## src/rtl/seg_pkg.sv

```systemverilog
// seg_pkg: shared definitions for the seven_seg_scanner block.
//   state_e   : scanner FSM state encoding (IDLE, BLANK, DRIVE)
//   SEG_OFF   : segment pattern with every segment dark (active-low)
//   SEG_TABLE : hex digit -> active-low {g,f,e,d,c,b,a} pattern, entry n = digit n
package seg_pkg;

  typedef enum logic [1:0] {
    ST_IDLE  = 2'd0,
    ST_BLANK = 2'd1,
    ST_DRIVE = 2'd2
  } state_e;

  localparam logic [6:0] SEG_OFF = 7'h7F;

  // Packed so that SEG_TABLE[n] selects the pattern for hex digit n.
  localparam logic [15:0][6:0] SEG_TABLE = {
    7'h0E, 7'h06, 7'h21, 7'h46, 7'h03, 7'h08, 7'h10, 7'h00,
    7'h78, 7'h02, 7'h12, 7'h19, 7'h30, 7'h24, 7'h79, 7'h40
  };

endpackage

```

## src/rtl/seven_seg_scanner_if.sv

```systemverilog
// seven_seg_scanner_if: data/control bundle between a display client and the scanner.
//   Tick, Load, Value, DigitEn, DpMask : client -> scanner
//   An, Seg, Dp, LoadAck, FrameDone    : scanner -> client / display pins
//   master modport: the client side; slave modport: the scanner.
interface seven_seg_scanner_if #(
  parameter int DIGITS = 8
);
  logic                  Tick;
  logic                  Load;
  logic [4*DIGITS-1:0]   Value;
  logic [DIGITS-1:0]     DigitEn;
  logic [DIGITS-1:0]     DpMask;
  logic [DIGITS-1:0]     An;
  logic [6:0]            Seg;
  logic                  Dp;
  logic                  LoadAck;
  logic                  FrameDone;

  modport master (
    output Tick, Load, Value, DigitEn, DpMask,
    input  An, Seg, Dp, LoadAck, FrameDone
  );

  modport slave (
    input  Tick, Load, Value, DigitEn, DpMask,
    output An, Seg, Dp, LoadAck, FrameDone
  );
endinterface

```

## src/rtl/hex_to_seg.sv

```systemverilog
// hex_to_seg: combinational hex nibble to active-low 7-segment decoder.
//   nibble : 4-bit hex value
//   seg    : {g,f,e,d,c,b,a}, 0 = segment lit
module hex_to_seg
  import seg_pkg::*;
(
  input  logic [3:0] nibble,
  output logic [6:0] seg
);
  assign seg = SEG_TABLE[nibble];
endmodule

```

## src/rtl/seven_seg_scanner.sv

```systemverilog
// seven_seg_scanner: time-multiplexed driver for a DIGITS-wide common-anode display.
//   Clk, Rst : clock and asynchronous active-high reset
//   bus      : slave side of seven_seg_scanner_if (Tick/Load/data in; An/Seg/Dp/
//              LoadAck/FrameDone out, all outputs registered and active-low for pins)
// Each Tick advances to the next digit; all anodes are held off for BLANK_CYCLES
// clocks afterwards to suppress ghosting. Loaded data waits in a pending buffer and
// only becomes visible when the digit index wraps to 0, so a frame never tears.
module seven_seg_scanner
  import seg_pkg::*;
#(
  parameter int DIGITS       = 8,
  parameter int BLANK_CYCLES = 16,
  parameter int BLANK_W      = 5
) (
  input  logic                Clk,
  input  logic                Rst,
  seven_seg_scanner_if.slave  bus
);
  localparam int IDX_W = (DIGITS > 2) ? $clog2(DIGITS) : 1;
  localparam logic [IDX_W-1:0]   IDX_LAST     = IDX_W'(DIGITS - 1);
  localparam logic [BLANK_W-1:0] BLANK_RELOAD = (BLANK_CYCLES > 0) ? BLANK_W'(BLANK_CYCLES - 1) : '0;
  localparam state_e             ADV_STATE    = (BLANK_CYCLES > 0) ? ST_BLANK : ST_DRIVE;

  state_e               state_q, state_d;
  logic [IDX_W-1:0]     idx_q, idx_d;
  logic [BLANK_W-1:0]   cnt_q, cnt_d;
  logic [4*DIGITS-1:0]  val_act_q, val_act_d, val_pend_q, val_pend_d;
  logic [DIGITS-1:0]    en_act_q, en_act_d, en_pend_q, en_pend_d;
  logic [DIGITS-1:0]    dp_act_q, dp_act_d, dp_pend_q, dp_pend_d;
  logic                 pend_flag_q, pend_flag_d;
  logic [DIGITS-1:0]    an_q, an_d;
  logic [6:0]           seg_q, seg_d;
  logic                 dp_q, dp_d;
  logic                 load_ack_q, load_ack_d;
  logic                 frame_done_q, frame_done_d;
  logic                 wrap;
  logic [3:0]           nibble_mux;
  logic [6:0]           seg_dec;

  assign wrap = bus.Tick && (idx_q == IDX_LAST);

  // Next-state: sequencing, blanking counter, load capture and frame-boundary commit.
  always_comb begin
    state_d      = state_q;
    idx_d        = idx_q;
    cnt_d        = cnt_q;
    val_act_d    = val_act_q;
    en_act_d     = en_act_q;
    dp_act_d     = dp_act_q;
    val_pend_d   = val_pend_q;
    en_pend_d    = en_pend_q;
    dp_pend_d    = dp_pend_q;
    pend_flag_d  = pend_flag_q;
    load_ack_d   = 1'b0;
    frame_done_d = 1'b0;

    // A Tick advances from any state, including mid-blank, so none is ever dropped.
    if (bus.Tick) begin
      idx_d        = wrap ? '0 : idx_q + 1'b1;
      state_d      = ADV_STATE;
      cnt_d        = BLANK_RELOAD;
      frame_done_d = wrap;
    end else if (state_q == ST_BLANK) begin
      if (cnt_q == '0) state_d = ST_DRIVE;
      else             cnt_d   = cnt_q - 1'b1;
    end

    // Commit uses the pending data held before this edge; a simultaneous Load
    // below refills the buffer and keeps the flag set for the next frame.
    if (wrap && pend_flag_q) begin
      val_act_d   = val_pend_q;
      en_act_d    = en_pend_q;
      dp_act_d    = dp_pend_q;
      pend_flag_d = 1'b0;
      load_ack_d  = 1'b1;
    end

    if (bus.Load) begin
      val_pend_d  = bus.Value;
      en_pend_d   = bus.DigitEn;
      dp_pend_d   = bus.DpMask;
      pend_flag_d = 1'b1;
    end
  end

  // Outputs are decoded from the next state so the pins change on the same edge.
  assign nibble_mux = val_act_d[{idx_d, 2'b00} +: 4];

  hex_to_seg u_hex_to_seg (
    .nibble (nibble_mux),
    .seg    (seg_dec)
  );

  always_comb begin
    an_d  = '1;
    seg_d = SEG_OFF;
    dp_d  = 1'b1;
    if (state_d == ST_DRIVE) begin
      an_d[idx_d] = ~en_act_d[idx_d];
      seg_d       = seg_dec;
      dp_d        = ~dp_act_d[idx_d];
    end
  end

  always_ff @(posedge Clk or posedge Rst) begin
    if (Rst) begin
      state_q      <= ST_IDLE;
      idx_q        <= IDX_LAST;
      cnt_q        <= '0;
      val_act_q    <= '0;
      en_act_q     <= '0;
      dp_act_q     <= '0;
      val_pend_q   <= '0;
      en_pend_q    <= '0;
      dp_pend_q    <= '0;
      pend_flag_q  <= 1'b0;
      an_q         <= '1;
      seg_q        <= SEG_OFF;
      dp_q         <= 1'b1;
      load_ack_q   <= 1'b0;
      frame_done_q <= 1'b0;
    end else begin
      state_q      <= state_d;
      idx_q        <= idx_d;
      cnt_q        <= cnt_d;
      val_act_q    <= val_act_d;
      en_act_q     <= en_act_d;
      dp_act_q     <= dp_act_d;
      val_pend_q   <= val_pend_d;
      en_pend_q    <= en_pend_d;
      dp_pend_q    <= dp_pend_d;
      pend_flag_q  <= pend_flag_d;
      an_q         <= an_d;
      seg_q        <= seg_d;
      dp_q         <= dp_d;
      load_ack_q   <= load_ack_d;
      frame_done_q <= frame_done_d;
    end
  end

  assign bus.An        = an_q;
  assign bus.Seg       = seg_q;
  assign bus.Dp        = dp_q;
  assign bus.LoadAck   = load_ack_q;
  assign bus.FrameDone = frame_done_q;

endmodule

```

## src/flat_wrapper.sv

```systemverilog
// flat-port wrapper written by rule: the top's interface ports become plain ports
module seven_seg_scanner_flat import seg_pkg::*;
#(
  parameter int DIGITS       = 8,
  parameter int BLANK_CYCLES = 16,
  parameter int BLANK_W      = 5
)
  (Clk, Rst, bus_Tick, bus_Load, bus_Value, bus_DigitEn, bus_DpMask, bus_An, bus_Seg, bus_Dp, bus_LoadAck, bus_FrameDone);
  seven_seg_scanner_if #(.DIGITS(DIGITS)) bus_i ();
  input  logic Clk;
  input  logic Rst;
  input wire logic [$bits(bus_i.Tick)-1:0] bus_Tick;
  input wire logic [$bits(bus_i.Load)-1:0] bus_Load;
  input wire logic [$bits(bus_i.Value)-1:0] bus_Value;
  input wire logic [$bits(bus_i.DigitEn)-1:0] bus_DigitEn;
  input wire logic [$bits(bus_i.DpMask)-1:0] bus_DpMask;
  output wire logic [$bits(bus_i.An)-1:0] bus_An;
  output wire logic [$bits(bus_i.Seg)-1:0] bus_Seg;
  output wire logic [$bits(bus_i.Dp)-1:0] bus_Dp;
  output wire logic [$bits(bus_i.LoadAck)-1:0] bus_LoadAck;
  output wire logic [$bits(bus_i.FrameDone)-1:0] bus_FrameDone;
  assign bus_i.Tick = bus_Tick;
  assign bus_i.Load = bus_Load;
  assign bus_i.Value = bus_Value;
  assign bus_i.DigitEn = bus_DigitEn;
  assign bus_i.DpMask = bus_DpMask;
  assign bus_An = bus_i.An;
  assign bus_Seg = bus_i.Seg;
  assign bus_Dp = bus_i.Dp;
  assign bus_LoadAck = bus_i.LoadAck;
  assign bus_FrameDone = bus_i.FrameDone;
  seven_seg_scanner #(.DIGITS(DIGITS), .BLANK_CYCLES(BLANK_CYCLES), .BLANK_W(BLANK_W)) u_core (.Clk(Clk), .Rst(Rst), .bus(bus_i));
endmodule
```

## config.mk

```make
export PLATFORM = sky130hd
export DESIGN_NAME = seven_seg_scanner_flat
export DESIGN_NICKNAME = d
export VERILOG_FILES = /design/src/rtl/seg_pkg.sv /design/src/rtl/seven_seg_scanner_if.sv /design/src/rtl/hex_to_seg.sv /design/src/rtl/seven_seg_scanner.sv /design/src/flat_wrapper.sv
export SDC_FILE = /design/constraint.sdc
export NUM_CORES = 1
export LEC_CHECK = 0
export CAP_MARGIN = 10
export CORE_ASPECT_RATIO = 1.75
export CORE_MARGIN = 2
export CORE_UTILIZATION = 55
export CTS_CLUSTER_DIAMETER = 100
export CTS_CLUSTER_SIZE = 25
export DETAILED_ROUTE_END_ITERATION = 8
export PLACE_DENSITY = 0.79
export SLEW_MARGIN = 20
export SYNTH_ARGS = -nofsm -noshare
export SYNTH_HDL_FRONTEND = slang
export SYNTH_HIERARCHICAL = 1
export SYNTH_SLANG_ARGS = --single-unit
```

## constraint.sdc

```tcl
create_clock -name Clk -period 6.3 [get_ports Clk]
set_input_delay 1.26 -clock Clk [delete_from_list [all_inputs] [get_ports Clk]]
set_output_delay 1.26 -clock Clk [all_outputs]
set_load 0.02 [all_outputs]
```

Yosys cells after proc, flatten, opt, wreduce, memory -nomap -nowiden
Memory sizes are Yosys's and may differ from the RTL's. Index checks and enable logic that the tools add are counted.

Register bits after elaboration: 125. Bits in latches: 0. Memory bits (writable): 0. ROM bits: 112. Bits of input ports: 52. Logic and storage cells: 62. Memories: 1.

Add/subtract/negate cells: 2. $mul: 0. Divide/modulo/power cells: 0. Order comparisons: 3. Eq/ne operators: 4. Shifts and indexed selects: 1. Multiplexer cells: 25. Bitwise logic cells: 4. Reductions and logical operators: 7.

Memory list: (name not given) (depth 16, bits a word 7, rd ports 1, clocked after Yosys merged registers in 0, wr ports 0, line hex_to_seg.sv:10) `assign seg = SEG_TABLE[nibble];`.

Operators with widths (number): $mux W32 (1); $shiftx A32 B6 Y4 (1); $mux W8 (3); $mux W5 (3); $mux W7 (2); $mux W1 (8); $not A8 Y8 (1); $or A8 B8 Y8 (1); $bmux W1 S3 (2); $mux W2 (3); $mux W3 (2); $logic_not A5 Y1 (1); $lt A4 B5 Y1 const B (1); $sub A5 B1 Y5 const B (1); $lt A3 B4 Y1 const B (1); $reduce_bool A2 Y1 (2); $add A3 B1 Y3 const B (1); $demux W1 S3 (1); $eq A3 B3 Y1 const B (1); $ge A3 B1 Y1 const B (1); $logic_and A1 B1 Y1 (3); $eq A2 B1 Y1 const B (1); $eq A2 B2 Y1 const B (1); $ne A2 B2 Y1 const B (1); 2 further kinds (3).

Longest topological paths before layout
Gate-level depths: netlist of run 1.

Word-level depth: 11. Mapped depth: 16. Depth with buffers taken out: 13.

By module
Netlist of run 1, hierarchy kept.

Modules (own cells, without submodules): seven_seg_scanner (times used 1, cells each 383, area an instance 5157.4 µm², sequential area each 3151.8 µm²); hex_to_seg (times used 1, cells each 35, area an instance 266.5 µm², sequential area each 0.0 µm²).

Worst setup path before layout of run 1
No wires, ideal clock.

Path kind: input to register. Start: input bus_Tick. End: register u_core.seg_q[0] (netlist: u_core/bus.Seg[0]). Library setup time: 0.080 ns. Arrival time: 3.236 ns. Path slack: 2.985 ns. Stages on the path: 14. Path buffers: 3. Cell sequence: nand3_2 > buf_6 > buf_6 > buf_6 > mux2i_1 > o22ai_1 > nor3_1 > nor2_1 > inv_1 > ha_1 > or2b_1 > o211ai_1 > o21ai_1 > nand2b_1.

Longest elaborated chain between the ends: 7. Elaborated cells on any way between the ends: 11.

Ends and longest elaborated chain: start: declaration (line flat_wrapper.sv:12) `input wire logic [$bits(bus_i.Tick)-1:0] bus_Tick;`; $logic_and A1 B1 Y1 (line seven_seg_scanner.sv:40) `assign wrap = bus.Tick && (idx_q == IDX_LAST);`; $mux W3 or $logic_and A1 B1 Y1 (tied branches) (line seven_seg_scanner.sv:59, seven_seg_scanner.sv:70); $mux W3 or $mux W32 (tied branches) (line seven_seg_scanner.sv:58, seven_seg_scanner.sv:70); $shiftx A32 B6 Y4 (*) (line seven_seg_scanner.sv:87) `assign nibble_mux = val_act_d[{idx_d, 2'b00} +: 4];`; net u_core.nibble_mux[1] (line seven_seg_scanner.sv:37) `logic [3:0] nibble_mux;`; $mem_v2 Z16 W7 (*); $mux W7 (not written as such) (*) (line hex_to_seg.sv:10); net u_core.seg_dec[0] (line seven_seg_scanner.sv:38) `logic [6:0] seg_dec;`; $mux W7 (*) (line seven_seg_scanner.sv:98) `if (state_d == ST_DRIVE) begin`; net u_core.seg_d[0] (line seven_seg_scanner.sv:32) `logic [6:0] seg_q, seg_d;`; end signal: assignment (line seven_seg_scanner.sv:134) `seg_q <= seg_d;`; end: declaration (line seven_seg_scanner.sv:32).

Mark *: on every way through the listed nets, which the timed path passes. The rest lies on a longest branch. The select of a mux whose other input is x is not followed. A chain may end at the register's enable or synchronous reset.

Final worst setup path of run 1
Start: input bus_Tick. End: register u_core.seg_q[3] (netlist: u_core/bus.Seg[3]).

The elaborated chain is that of the path after synthesis.

==> metrics.csv, run 1 <==
stage,metric,value,unit
sta,setup-violating endpoint count in the final report,0,
clocking,hold-fix buffer count after cts,0,
drt,final wirelength,10800,um
floorplanning,initial core utilization,55.7,%
clocking,# resized after CTS,0,
min_path,Tightest Hold Check Type,reg2reg,
synth,dominant combinational cell family by area after synthesis,multiplexers,
floorplanning,floorplan die area,10700,um2
synth,post-synth cell types,51,
clocking,maximum count of clock buffers along a single path,2,
worst_setup_path,R2R Path Start,u_core/idx_q[0],
global_routing,pin count of the biggest net entering global routing,82,
floorplanning,die outline height,135,um
synth,cell type contributing the most total cell area after synthesis,dfrtp_1,
sta,Layout Skew,7.91,ps
global_routing,wire length of the first global-routing pass,17300,um
final_layout,nets@finish,555,
synth,Post-Synthesis Mean Instance Area,13.0,um2
clocking,clock sink count,125,
clocking,clock transition time at the flip-flop clock pins of the worst setup and hold paths,50,ps
power,VDD IR max,320,uV
synth,"basic-gate share of the synthesized area counting and, or, nand and nor cells",7.52,%
drt,routed vias/inst,5.37,
worst_setup_path,"Req. time, crit path",6610,ps
synth,xor/xnor cell area share of the yosys netlist,0.646,%
sta,shortest clock period the worst path allows after layout,4950,ps
worst_setup_path,FF-to-FF End,u_core/bus.Seg[3],
worst_setup_path,sequence of cells on the critical path,clkdlybuf4s50_1 -> nand3_2 -> mux2i_1 -> o22ai_1 -> nor3_1 -> nor2_1 -> inv_1 -> ha_1 -> nand2_1 -> a21oi_1 -> a31oi_1 -> nand2b_1,
clocking,H-tree level count,4,
synth,cell types with the largest area share after synthesis,"dfrtp_1, mux2_2, dfstp_2",
worst_setup_path,critical path data arrival time,5260,ps
sta,f_max,202,MHz
power,Pleak,3.23,nW
synth,share of the yosys chip area belonging to registers,58.1,%
synth,dominant synthesized flop cell,dfrtp_1,
min_path,launch instance of the worst min-delay path,u_core/val_act_q[25],
synth,Synth top area share,48.9,%
final_layout,share of cells above drive strength 1,26.1,%
drt,number of routed nets with antenna violations,0,
sta,period utilisation layout,78.6,%
worst_setup_path,CP max-delay cell,nand3_2,
synth,post-synthesis async set-or-reset flop share,100,%
clocking,cts bufs inserted,17,
floorplanning,area of the placeable core,9730,um2
drt,Detailed Routing Iterations Pass 1,5,
worst_setup_path,worst setup slack for register-to-register paths,2260,ps
drt,count of unresolved DRC violations after routing,0,
sta,final hold violation count,0,
global_routing,via count of the first global-routing pass,3595,
clocking,CTS tree,built,
min_path,cell count of the worst hold path,2,
clocking,total setup buffers inserted after CTS,0,
worst_setup_path,startpoint kind of the worst setup timing path,input port,
placement,placer congestion estimate,0.845,
sta,final-report max-slew violation count,0,
sta,Slew Limit Headroom,30.4,%
final_layout,"top library cells by usage in the layout, fill and taps aside","dfrtp_1, clkdlybuf4s50_1, mux2_2, inv_1, mux2i_1",
worst_setup_path,start-to-end type of the worst setup path,in2reg,
final_layout,area added between synthesis and finish,24.7,%
sta,RSZ-0062 raised after global routing,no,
synth,number of warnings issued by yosys,6,
worst_setup_path,Crit. End Element,flip-flop,
global_routing,total routing usage reported by global routing,21.5,%
floorplanning,Die W,79.1,um
drt,Initial DRC Count,155,
synth,"share of synthesized cell area in full adder, half adder and majority cells",2.54,%
floorplanning,number of top-level pins,70,
run_status,status,finished clean,
floorplanning,standard-cell rows,48,
job,max-cap check violation count,0,
synth,count of flip-flops with a built-in enable after synthesis,0,
global_routing,grt ovf,0,
global_routing,antenna violations before repair,0,
worst_setup_path,delay of the slowest critical-path stage,980,ps
synth,Post-Syn Area,5420,um2
clocking,clock root buffer,clkbuf_16,
worst_setup_path,r2r worst-path depth,13,
synth,post-synthesis mux area share,19.7,%
placement,quantity of I/O buffers inserted on ports,69,
worst_setup_path,largest driver fanout on the critical path,33,
drt,routed via count,3384,
clocking,Clock Latency Late Sink,410,ps
synth,number of instances in the synthesized netlist,418,
synth,"Net Count, Synth",481,
min_path,Hold EP,u_core/val_act_q[25],
final_layout,"most common cell after layout, fill and taps aside",dfrtp_1,
synth,"flops & latches, synth",125,
sta,accumulated negative setup slack,0,ps
drt,detailed-route wire length per cell,17.1,um
sta,slew at the pin closest to its max-slew limit,1040,ps
synth,"synthesized-area fraction occupied by ao, oa, aoi and oai cells",6.04,%
power,areal power density over the cells,427,nW/um2
final_layout,Antenna diodes,0,
placement,detailed-placement wirelength estimate,7170,um
final_layout,Finished Core Util,69.5,%
-- cell type report --
type,count,area [um2]
clock inverters,12,121
flip-flops and latches,125,3150
well taps,125,156
fillers,711,2970
inverters,45,171
multi-input cells,227,1970
repair buffers,76,741
clock buffers,20,447
-- worst max path at each step --
stage | start | cells after the start | to
6_report | bus_Tick | 12 | u_core/bus.Seg[3]
5_1_grt | bus_Tick | 12 | u_core/bus.Seg[3]
4_1_cts | bus_Tick | 12 | u_core/bus.Seg[3]
3_5_place_dp | bus_Tick | 12 | u_core/bus.Seg[3]
3_3_place_gp | bus_Tick | 12 | u_core/bus.Seg[0]
2_1_floorplan | Rst | 1 | u_core/bus.FrameDone
-- synth_stat cells, types with 4 or more instances --
master	count
dfrtp_1	106
mux2_2	61
inv_1	43
mux2i_1	33
dfstp_2	19
o22ai_1	18
nor2_1	14
nand2b_1	13
ha_1	11
nand2_1	8
buf_2	7
nor3_1	7
buf_6	5
or2_1	5
or3b_1	5
buf_1	4
clkbuf_1	4
nor2b_1	4
o21ai_0	4
xnor2_1	4
-- routing by layer --
| metal | GRT usage, % | share of wire (%) | wire length [um] | up-vias |
|---|---|---|---|---|
| li1 | - | - | - | 1577 |
| met1 | 24.1 | 39 | 4240 | 1709 |
| met2 | 39.3 | 56 | 6020 | 84 |
| met3 | 5.80 | 3.4 | 366 | 14 |
| met4 | 6.90 | 1.4 | 150 | 0 |
| met5 | 0 | 0 | 0 | - |
-- through the flow --
| step | worst slack (ps) | cell area (um2) | total power, mW | hold slack [ps] | instances |
|---|---|---|---|---|---|
| floorplan | 1740 | 5420 | 1.74 | 448 | 418 |
| global placement | 1190 | 6190 | 1.91 | 468 | 598 |
| detailed placement | 1030 | 6190 | 1.96 | 470 | 598 |
| CTS | 1390 | 6760 | 2.90 | 484 | 630 |
| global route | 1020 | 6760 | 3.06 | 505 | 630 |
| finish | 1350 | 6760 | 2.89 | 483 | 630 |
-- registers in the layout (all words and copies together), names as in the netlist, 2 cells and up --
| name | cells |
|---|---|
| u_core/val_pend_q | 32 |
| u_core/cnt_q | 5 |
| u_core/bus.Seg | 7 |
| u_core/dp_pend_q | 8 |
| u_core/dp_act_q | 8 |
| u_core/bus.An | 8 |
| u_core/val_act_q | 32 |
| u_core/en_pend_q | 8 |
| u_core/en_act_q | 8 |
| u_core/idx_q | 3 |
| u_core/state_q | 2 |
-- report_power, final --
part	total [mW]	switching, mW	internal, mW
combinational	0.888	0.499	0.389
sequential	1.08	0.0760	1.01
clock	0.919	0.332	0.587
total	2.89	0.907	1.98
-- worst max-delay path: cells and delay by family --
| family | cells | cell delay [ps] |
|---|---|---|
| adder cells (fa/ha/maj) | 1 | 320 |
| AND/OR/NAND/NOR | 5 | 1680 |
| buffers and inverters | 2 | 1110 |
| multiplexers | 1 | 350 |
| AO/OA/AOI/OAI | 3 | 510 |
-- cells by family after synthesis --
kind of cell,Yosys count
flops,125
mux,98
simple gates,67
buf+inv,66
compound gates,47
fa+ha+maj,11
xor+xnor,4
(Power assumes the default switching activity.)
==> run 2: changes to the inputs <==
- CORE_UTILIZATION: 55 -> 50
- PLACE_DENSITY: 0.79 -> 0.76
- clock period: 6.3 -> 4.1 ns (I/O delays scaled with it)
==> run 2 against run 1 <==
  * Sequential cell count is the same
  * Clock power grew 66%
  * Non-clock buffer count grew 3
  * Sequential share of layout area shrank 0.62 points
  * Total power grew 59%
  * Worst hold slack gained 4.5 ps
  * Count of clock-buffer cells in the layout grew 4
  * Via count grew 1.0%
  * Critical path type unchanged
  * Worst setup slack lost 570 ps
  * Highest routed layer unchanged
  * First-iteration DRC count shrank 4.5%
==> metrics.csv, run 2 (same netlist as run 1, synthesis figures left out) <==
stage,metric,value,unit,change
drt,count of unresolved DRC violations after routing,0,,unchanged
drt,Initial DRC Count,148,,was 155
sta,final-report max-slew violation count,0,,unchanged
final_layout,area added between synthesis and finish,26.4,%,was 24.7%
final_layout,nets@finish,558,,was 555
worst_setup_path,Crit. End Element,flip-flop,,unchanged
clocking,Clock Latency Late Sink,410,ps,about the same
floorplanning,die outline height,142,um,was 135 um
worst_setup_path,delay of the slowest critical-path stage,450,ps,was 980 ps
worst_setup_path,critical path data arrival time,3660,ps,was 5260 ps
drt,routed via count,3419,,was 3384
worst_setup_path,worst setup slack for register-to-register paths,780,ps,was 2260 ps
run_status,status,finished clean,,unchanged
worst_setup_path,CP max-delay cell,clkdlybuf4s50_1,,was nand3_2
final_layout,registers with the most flip-flops,"u_core/val_act_q (32), u_core/val_pend_q (32)",,unchanged
drt,Detailed Routing Iterations Pass 1,5,,unchanged
worst_setup_path,startpoint kind of the worst setup timing path,input port,,unchanged
power,Flop pwr share,36.4,%,was 37.5%
sta,Slew Limit Headroom,46.9,%,was 30.4%
clocking,maximum count of clock buffers along a single path,2,,unchanged
final_layout,Antenna diodes,0,,unchanged
global_routing,wire length of the first global-routing pass,17800,um,was 17300 um
placement,number of instances in the placed design,606,,was 598
power,Logic pwr share,30.3,%,was 30.7%
power,areal power density over the cells,669,nW/um2,was 427 nW/um2
placement,detailed-placement wirelength estimate,7460,um,was 7170 um
floorplanning,floorplan die area,11700,um2,was 10700 um2
worst_setup_path,largest driver fanout on the critical path,21,,was 33
clocking,# resized after CTS,0,,unchanged
clocking,clock sink count,125,,unchanged
clocking,H-tree level count,4,,unchanged
sta,slew at the pin closest to its max-slew limit,794,ps,was 1040 ps
worst_setup_path,CP Depth,14,,was 12
final_layout,"top library cells by usage in the layout, fill and taps aside","dfrtp_1, clkdlybuf4s50_1, mux2_2, inv_1, mux2i_1",,unchanged
clocking,CTS tree,built,,unchanged
sta,final hold violation count,0,,unchanged
sta,period utilisation layout,81.1,%,
global_routing,total routing usage reported by global routing,20.8,%,was 21.5%
drt,detailed-route wire length per cell,17.1,um,about the same
worst_setup_path,CP endpoint,u_core/bus.Seg[3],,unchanged
worst_setup_path,number of buffer and inverter stages on the critical path,4,,was 2
sta,shortest clock period the worst path allows after layout,3320,ps,
clocking,clock transition time at the flip-flop clock pins of the worst setup and hold paths,50,ps,about the same
worst_setup_path,start-to-end type of the worst setup path,in2reg,,unchanged
worst_setup_path,family with the most delay on the worst path,buffers and inverters,,was simple AND/OR/NAND/NOR gates
sta,f_max,301,MHz,
worst_setup_path,r2r worst-path depth,14,,was 13
worst_setup_path,FF-to-FF End,u_core/bus.Seg[3],,unchanged
final_layout,"most common cell after layout, fill and taps aside",dfrtp_1,,unchanged
sta,setup-violating endpoint count in the final report,0,,unchanged
global_routing,pin count of the biggest net entering global routing,126,,was 82
clocking,clock root buffer,clkbuf_16,,unchanged
worst_setup_path,origin of the worst setup path,bus_Tick,,unchanged
placement,placer congestion estimate,0.851,,was 0.845
placement,Post-Place Setup Slack,426,ps,was 1030 ps
global_routing,antenna violations before repair,0,,unchanged
job,max-cap check violation count,0,,unchanged
worst_setup_path,most frequent cell on the critical path,buf_4,,
drt,number of routed nets with antenna violations,0,,unchanged
floorplanning,standard-cell rows,50,,was 48
power,internal power of the cells,3.19,mW,was 1.98 mW
final_layout,final std cells w/o fill,638,,was 630
sta,Layout Skew,5.65,ps,was 7.91 ps
floorplanning,Die W,82.7,um,was 79.1 um
placement,quantity of I/O buffers inserted on ports,69,,unchanged
clocking,total setup buffers inserted after CTS,0,,unchanged
floorplanning,initial core utilization,51.0,%,was 55.7%
floorplanning,area of the placeable core,10600,um2,was 9730 um2
final_layout,share of cells above drive strength 1,25.8,%,was 26.1%
global_routing,via count of the first global-routing pass,3717,,was 3595
clocking,cts bufs inserted,17,,unchanged
power,Pleak,3.27,nW,was 3.23 nW
floorplanning,number of top-level pins,70,,unchanged
sta,RSZ-0062 raised after global routing,no,,unchanged
power,VDD IR max,422,uV,was 320 uV
worst_setup_path,"Req. time, crit path",4440,ps,was 6610 ps
drt,final wirelength,10900,um,was 10800 um
power,switching power total,1.39,mW,was 0.907 mW
sta,Final Worst Setup Slack,776,ps,was 1350 ps
drt,routed vias/inst,5.36,,was 5.37
global_routing,grt ovf,0,,unchanged
sta,accumulated negative setup slack,0,ps,unchanged
power,proportion of power drawn by the clock network,33.4,%,was 31.8%
worst_setup_path,sequence of cells on the critical path,clkdlybuf4s50_1 -> buf_4 -> nor2b_1 -> a32oi_1 -> buf_4 -> o22ai_1 -> nor3_1 -> nor2_1 -> inv_1 -> ha_1 -> or2_1 -> a21oi_1 -> a31oi_1 -> nand2b_1,,was clkdlybuf4s50_1 -> nand3_2 -> mux2i_1 -> o22ai_1 -> nor3_1 -> nor2_1 -> inv_1 -> ha_1 -> nand2_1 -> a21oi_1 -> a31oi_1 -> nand2b_1
power,switching part of the total power,30.4,%,was 31.4%
min_path,Tightest Hold Check Type,reg2reg,,unchanged
final_layout,Finished Core Util,64.4,%,was 69.5%
clocking,hold-fix buffer count after cts,0,,unchanged
worst_setup_path,R2R Path Start,u_core/idx_q[1],,was u_core/idx_q[0]
[run 2: worst min path at each step]
stage	start	endpoint	cells past startpoint
5_1_grt	u_core/dp_act_q[2]	u_core/dp_act_q[2]	1
6_report	u_core/val_act_q[10]	u_core/val_act_q[10]	2
3_3_place_gp	u_core/val_act_q[1]	u_core/val_act_q[1]	2
2_1_floorplan	u_core/en_act_q[0]	u_core/en_act_q[0]	2
4_1_cts	u_core/val_act_q[20]	u_core/val_act_q[20]	2
3_5_place_dp	u_core/en_pend_q[7]	u_core/en_act_q[7]	1
[run 2: power by group through the flow]
stage	combinational, mW	clock, mW	sequential, mW
6_report	1.39	1.53	1.67
5_1_grt	1.54	1.61	1.70
4_1_cts	1.38	1.55	1.67
3_5_place_dp	1.36	0	1.68
3_3_place_gp	1.31	0	1.66
2_1_floorplan	1.04	0	1.64
[run 2: metrics by stage]
step / hold WS [ps] / total power, mW / area, um2
detailed placement: 474 / 3.04 / 6250
floorplan: 448 / 2.68 / 5430
finish: 487 / 4.58 / 6850
global placement: 465 / 2.98 / 6250
global route: 512 / 4.85 / 6850
CTS: 488 / 4.61 / 6850
[run 2: layer usage]
metal  GRT usage, %  vias to the layer above  part of all wire [%]
met5              0                        -                     0
met4           11.5                        0                   3.5
met3           4.90                       36                   4.2
met2           36.1                       90                    56
met1           22.5                     1705                    36
li1               -                     1588                     -
[run 2: area by class of cell]
type | count | area (um2)
Fill cell | 831 | 3780
Tap cell | 130 | 163
Clock buffer | 24 | 462
Sequential cell | 125 | 3150
Inverter | 45 | 173
Multi-Input combinational cell | 227 | 1970
Clock inverter | 8 | 143
Timing Repair Buffer | 79 | 788
[run 2: tightest hold or removal path, delay by kind of cell, from the launching register on]
kind	cells	cell delay [ps]
flops	1	320
buf+inv	1	60
mux	1	80
==> run 3: changes to the inputs <==
- clock period: 4.1 -> 2.8 ns (I/O delays scaled with it)
==> run 3 against run 2 <==
  * The run now ends with setup timing left
  * Worst setup slack lost 870 ps
  * Count of clock-buffer cells in the layout increased by 1
  * Total power is 68% higher
  * Clock power increased by 33%
  * Critical path depth unchanged
  * Critical path type is now reg2reg
  * Core utilization is 6.9 points higher
  * Sequential share of layout area fell by 4.4 points
  * Routed wire length is 15% higher
  * Die area unchanged
==> metrics.csv, run 3 (same netlist as run 1, synthesis figures left out) <==
stage,metric,value,unit,change
placement,Post-Place Setup Slack,-350,ps,was 426 ps
power,switching power total,2.50,mW,was 1.39 mW
worst_setup_path,critical path data arrival time,3240,ps,was 3660 ps
worst_setup_path,family with the most delay on the worst path,simple AND/OR/NAND/NOR gates,,was buffers and inverters
global_routing,pin count of the biggest net entering global routing,126,,unchanged
placement,detailed-placement wirelength estimate,8000,um,was 7460 um
power,Pleak,3.48,nW,was 3.27 nW
power,Logic pwr share,41.0,%,was 30.3%
clocking,Clock Latency Late Sink,410,ps,about the same
clocking,CTS tree,built,,unchanged
sta,shortest clock period the worst path allows after layout,2900,ps,
clocking,maximum count of clock buffers along a single path,2,,unchanged
worst_setup_path,largest driver fanout on the critical path,6,,was 21
worst_setup_path,startpoint kind of the worst setup timing path,flip-flop,,was input port
worst_setup_path,number of buffer and inverter stages on the critical path,2,,was 4
drt,count of unresolved DRC violations after routing,0,,unchanged
placement,quantity of I/O buffers inserted on ports,69,,unchanged
final_layout,Antenna diodes,0,,unchanged
sta,setup-violating endpoint count in the final report,6,,was 0
clocking,cts bufs inserted,17,,unchanged
final_layout,"top library cells by usage in the layout, fill and taps aside","dfrtp_1, clkdlybuf4s50_1, mux2_2, buf_4, inv_1",,"was dfrtp_1, clkdlybuf4s50_1, mux2_2, inv_1, mux2i_1"
min_path,Tightest Hold Check Type,reg2reg,,unchanged
sta,period utilisation layout,104,%,
power,VDD IR max,610,uV,was 422 uV
sta,Final Worst Setup Slack,-98.2,ps,was 776 ps
global_routing,antenna violations before repair,0,,unchanged
sta,f_max,345,MHz,
sta,Layout Skew,8.21,ps,was 5.65 ps
final_layout,registers with the most flip-flops,"u_core/val_act_q (32), u_core/val_pend_q (32)",,unchanged
floorplanning,standard-cell rows,50,,unchanged
global_routing,via count of the first global-routing pass,3920,,was 3717
floorplanning,die outline height,142,um,unchanged
final_layout,area added between synthesis and finish,39.9,%,was 26.4%
floorplanning,floorplan die area,11700,um2,unchanged
global_routing,grt ovf,0,,unchanged
drt,detailed-route wire length per cell,18.2,um,was 17.1 um
floorplanning,number of top-level pins,70,,unchanged
power,Flop pwr share,32.6,%,was 36.4%
final_layout,"most common cell after layout, fill and taps aside",dfrtp_1,,unchanged
sta,slew at the pin closest to its max-slew limit,636,ps,was 794 ps
run_status,violations in the final reports,setup timing,,
clocking,clock transition time at the flip-flop clock pins of the worst setup and hold paths,50,ps,about the same
sta,Slew Limit Headroom,57.6,%,was 46.9%
clocking,clock sink count,125,,unchanged
clocking,clock root buffer,clkbuf_16,,unchanged
worst_setup_path,delay of the slowest critical-path stage,560,ps,was 450 ps
worst_setup_path,start-to-end type of the worst setup path,reg2reg,,was in2reg
worst_setup_path,"Req. time, crit path",3140,ps,was 4440 ps
worst_setup_path,most frequent cell on the critical path,ha_4,,was buf_4
placement,placer congestion estimate,0.841,,was 0.851
global_routing,wire length of the first global-routing pass,19200,um,was 17800 um
placement,number of instances in the placed design,643,,was 606
sta,final-report max-slew violation count,0,,unchanged
floorplanning,initial core utilization,51.0,%,unchanged
drt,routed via count,3697,,was 3419
clocking,H-tree level count,4,,unchanged
final_layout,filler cell count in the final layout,702,,was 831
drt,number of routed nets with antenna violations,0,,unchanged
drt,final wirelength,12500,um,was 10900 um
drt,Initial DRC Count,150,,was 148
worst_setup_path,sequence of cells on the critical path,ha_4 -> ha_4 -> nand3_4 -> buf_12 -> mux2i_2 -> o22ai_2 -> nor3_2 -> nor2_2 -> inv_2 -> ha_4 -> or2b_1 -> o211ai_1 -> o21ai_1 -> nand2b_1,,was clkdlybuf4s50_1 -> buf_4 -> nor2b_1 -> a32oi_1 -> buf_4 -> o22ai_1 -> nor3_1 -> nor2_1 -> inv_1 -> ha_1 -> or2_1 -> a21oi_1 -> a31oi_1 -> nand2b_1
global_routing,total routing usage reported by global routing,22.2,%,was 20.8%
sta,final hold violation count,0,,unchanged
power,areal power density over the cells,1020,nW/um2,was 669 nW/um2
power,switching part of the total power,32.4,%,was 30.4%
final_layout,share of cells above drive strength 1,41.3,%,was 25.8%
floorplanning,Die W,82.7,um,unchanged
final_layout,final std cells w/o fill,689,,was 638
final_layout,nets@finish,609,,was 558
sta,RSZ-0062 raised after global routing,yes,,was no
power,proportion of power drawn by the clock network,26.5,%,was 33.4%
drt,Detailed Routing Iterations Pass 1,4,,was 5
drt,routed vias/inst,5.37,,was 5.36
worst_setup_path,CP max-delay cell,dfstp_2,,was clkdlybuf4s50_1
power,internal power of the cells,5.21,mW,was 3.19 mW
run_status,status,"finished, violations left",,was finished clean
worst_setup_path,Crit. End Element,flip-flop,,unchanged
floorplanning,area of the placeable core,10600,um2,unchanged
job,max-cap check violation count,0,,unchanged
run 3: cell count changes in the layout (fill, tap and decap cells not counted), sizes merged:
cell / previous run / this run
dlymetal6s2s: 0 / 1
bufinv: 4 / 1
buf: 11 / 61
clkinv: 3 / 5
clkbuf: 24 / 26
clkdlybuf4s50: 68 / 67
run 3: power groups by stage:
stage | Combinational [mW] | Clock, mW | Sequential, mW
final | 3.16 | 2.04 | 2.51
after floorplan | 1.55 | 0 | 2.41
after global routing | 3.36 | 2.16 | 2.54
after global placement | 2.38 | 0 | 2.45
after detailed placement | 2.47 | 0 | 2.47
after CTS | 2.57 | 2.07 | 2.45
run 3: final timing paths:
| path | from | to | slack [ps] | cells past startpoint |
|---|---|---|---|---|
| hold reg to reg | u_core/val_act_q[27] | u_core/val_act_q[27] | 490 | 2 |
| hold / removal | u_core/val_act_q[27] | u_core/val_act_q[27] | 490 | 2 |
| min in group asynchronous | Rst | u_core/en_pend_q[1] | 690 | 3 |
| setup reg to reg | u_core/idx_q[0] | u_core/bus.Seg[0] | -100 | 14 |
| max in group asynchronous | Rst | u_core/dp_act_q[5] | 1630 | 3 |
| setup / recovery | u_core/idx_q[0] | u_core/bus.Seg[0] | -100 | 14 |
run 3: routing by layer:
| layer | up-vias | wire, um | track usage [%] |
|---|---|---|---|
| met3 | 30 | 409 | 4.71 |
| met1 | 1867 | 4730 | 24.6 |
| met4 | 0 | 393 | 13.5 |
| met5 | - | 0 | 0 |
| met2 | 105 | 7020 | 37.8 |
| li1 | 1695 | - | - |
run 3: area by class of cell:
type                       count  area [um2]  area share (%)
clock buffer                  25         495            6.53
clock inverter                 7        62.6           0.825
inverter                      45         173            2.28
multi-input combinational    227        2270            30.0
sequential                   125        3150            41.5
tap                          130         163            2.14
timing repair buffer         130        1270            16.7
run 3: worst reg2reg max path: stages (launching register included):
cell	delay, ps
dfstp_2	560
ha_4	140
ha_4	160
nand3_4	170
buf_12	210
mux2i_2	190
o22ai_2	200
nor3_2	70
nor2_2	240
inv_2	120
ha_4	170
or2b_1	260
o211ai_1	110
o21ai_1	90
nand2b_1	140
run 3: timing repair:
| action | 4_1_cts | 5_1_grt |
|---|---|---|
| hold buffers | 0 | 0 |
| cloned | 1 | 1 |
| endpoints found under the setup margin | 7 | 7 |
| hold endpoints to repair | 0 | 0 |
| buffers inserted | 3 | 10 |
| pin swaps | 3 | 16 |
| resized for setup | 4 | 57 |
run 3: metrics by stage:
stage | total power, mW | hold WS [ps] | instance area (um2) | util (%) | TNS (ps)
global route | 8.07 | 503 | 7590 | 71.3 | -913
floorplan | 3.97 | 448 | 5470 | - | 0
finish | 7.70 | 488 | 7590 | 71.3 | -451
detailed placement | 4.94 | 477 | 6600 | 62.1 | -2080
CTS | 7.09 | 492 | 7230 | 68.0 | 0
global placement | 4.83 | 468 | 6600 | 62.1 | -1540
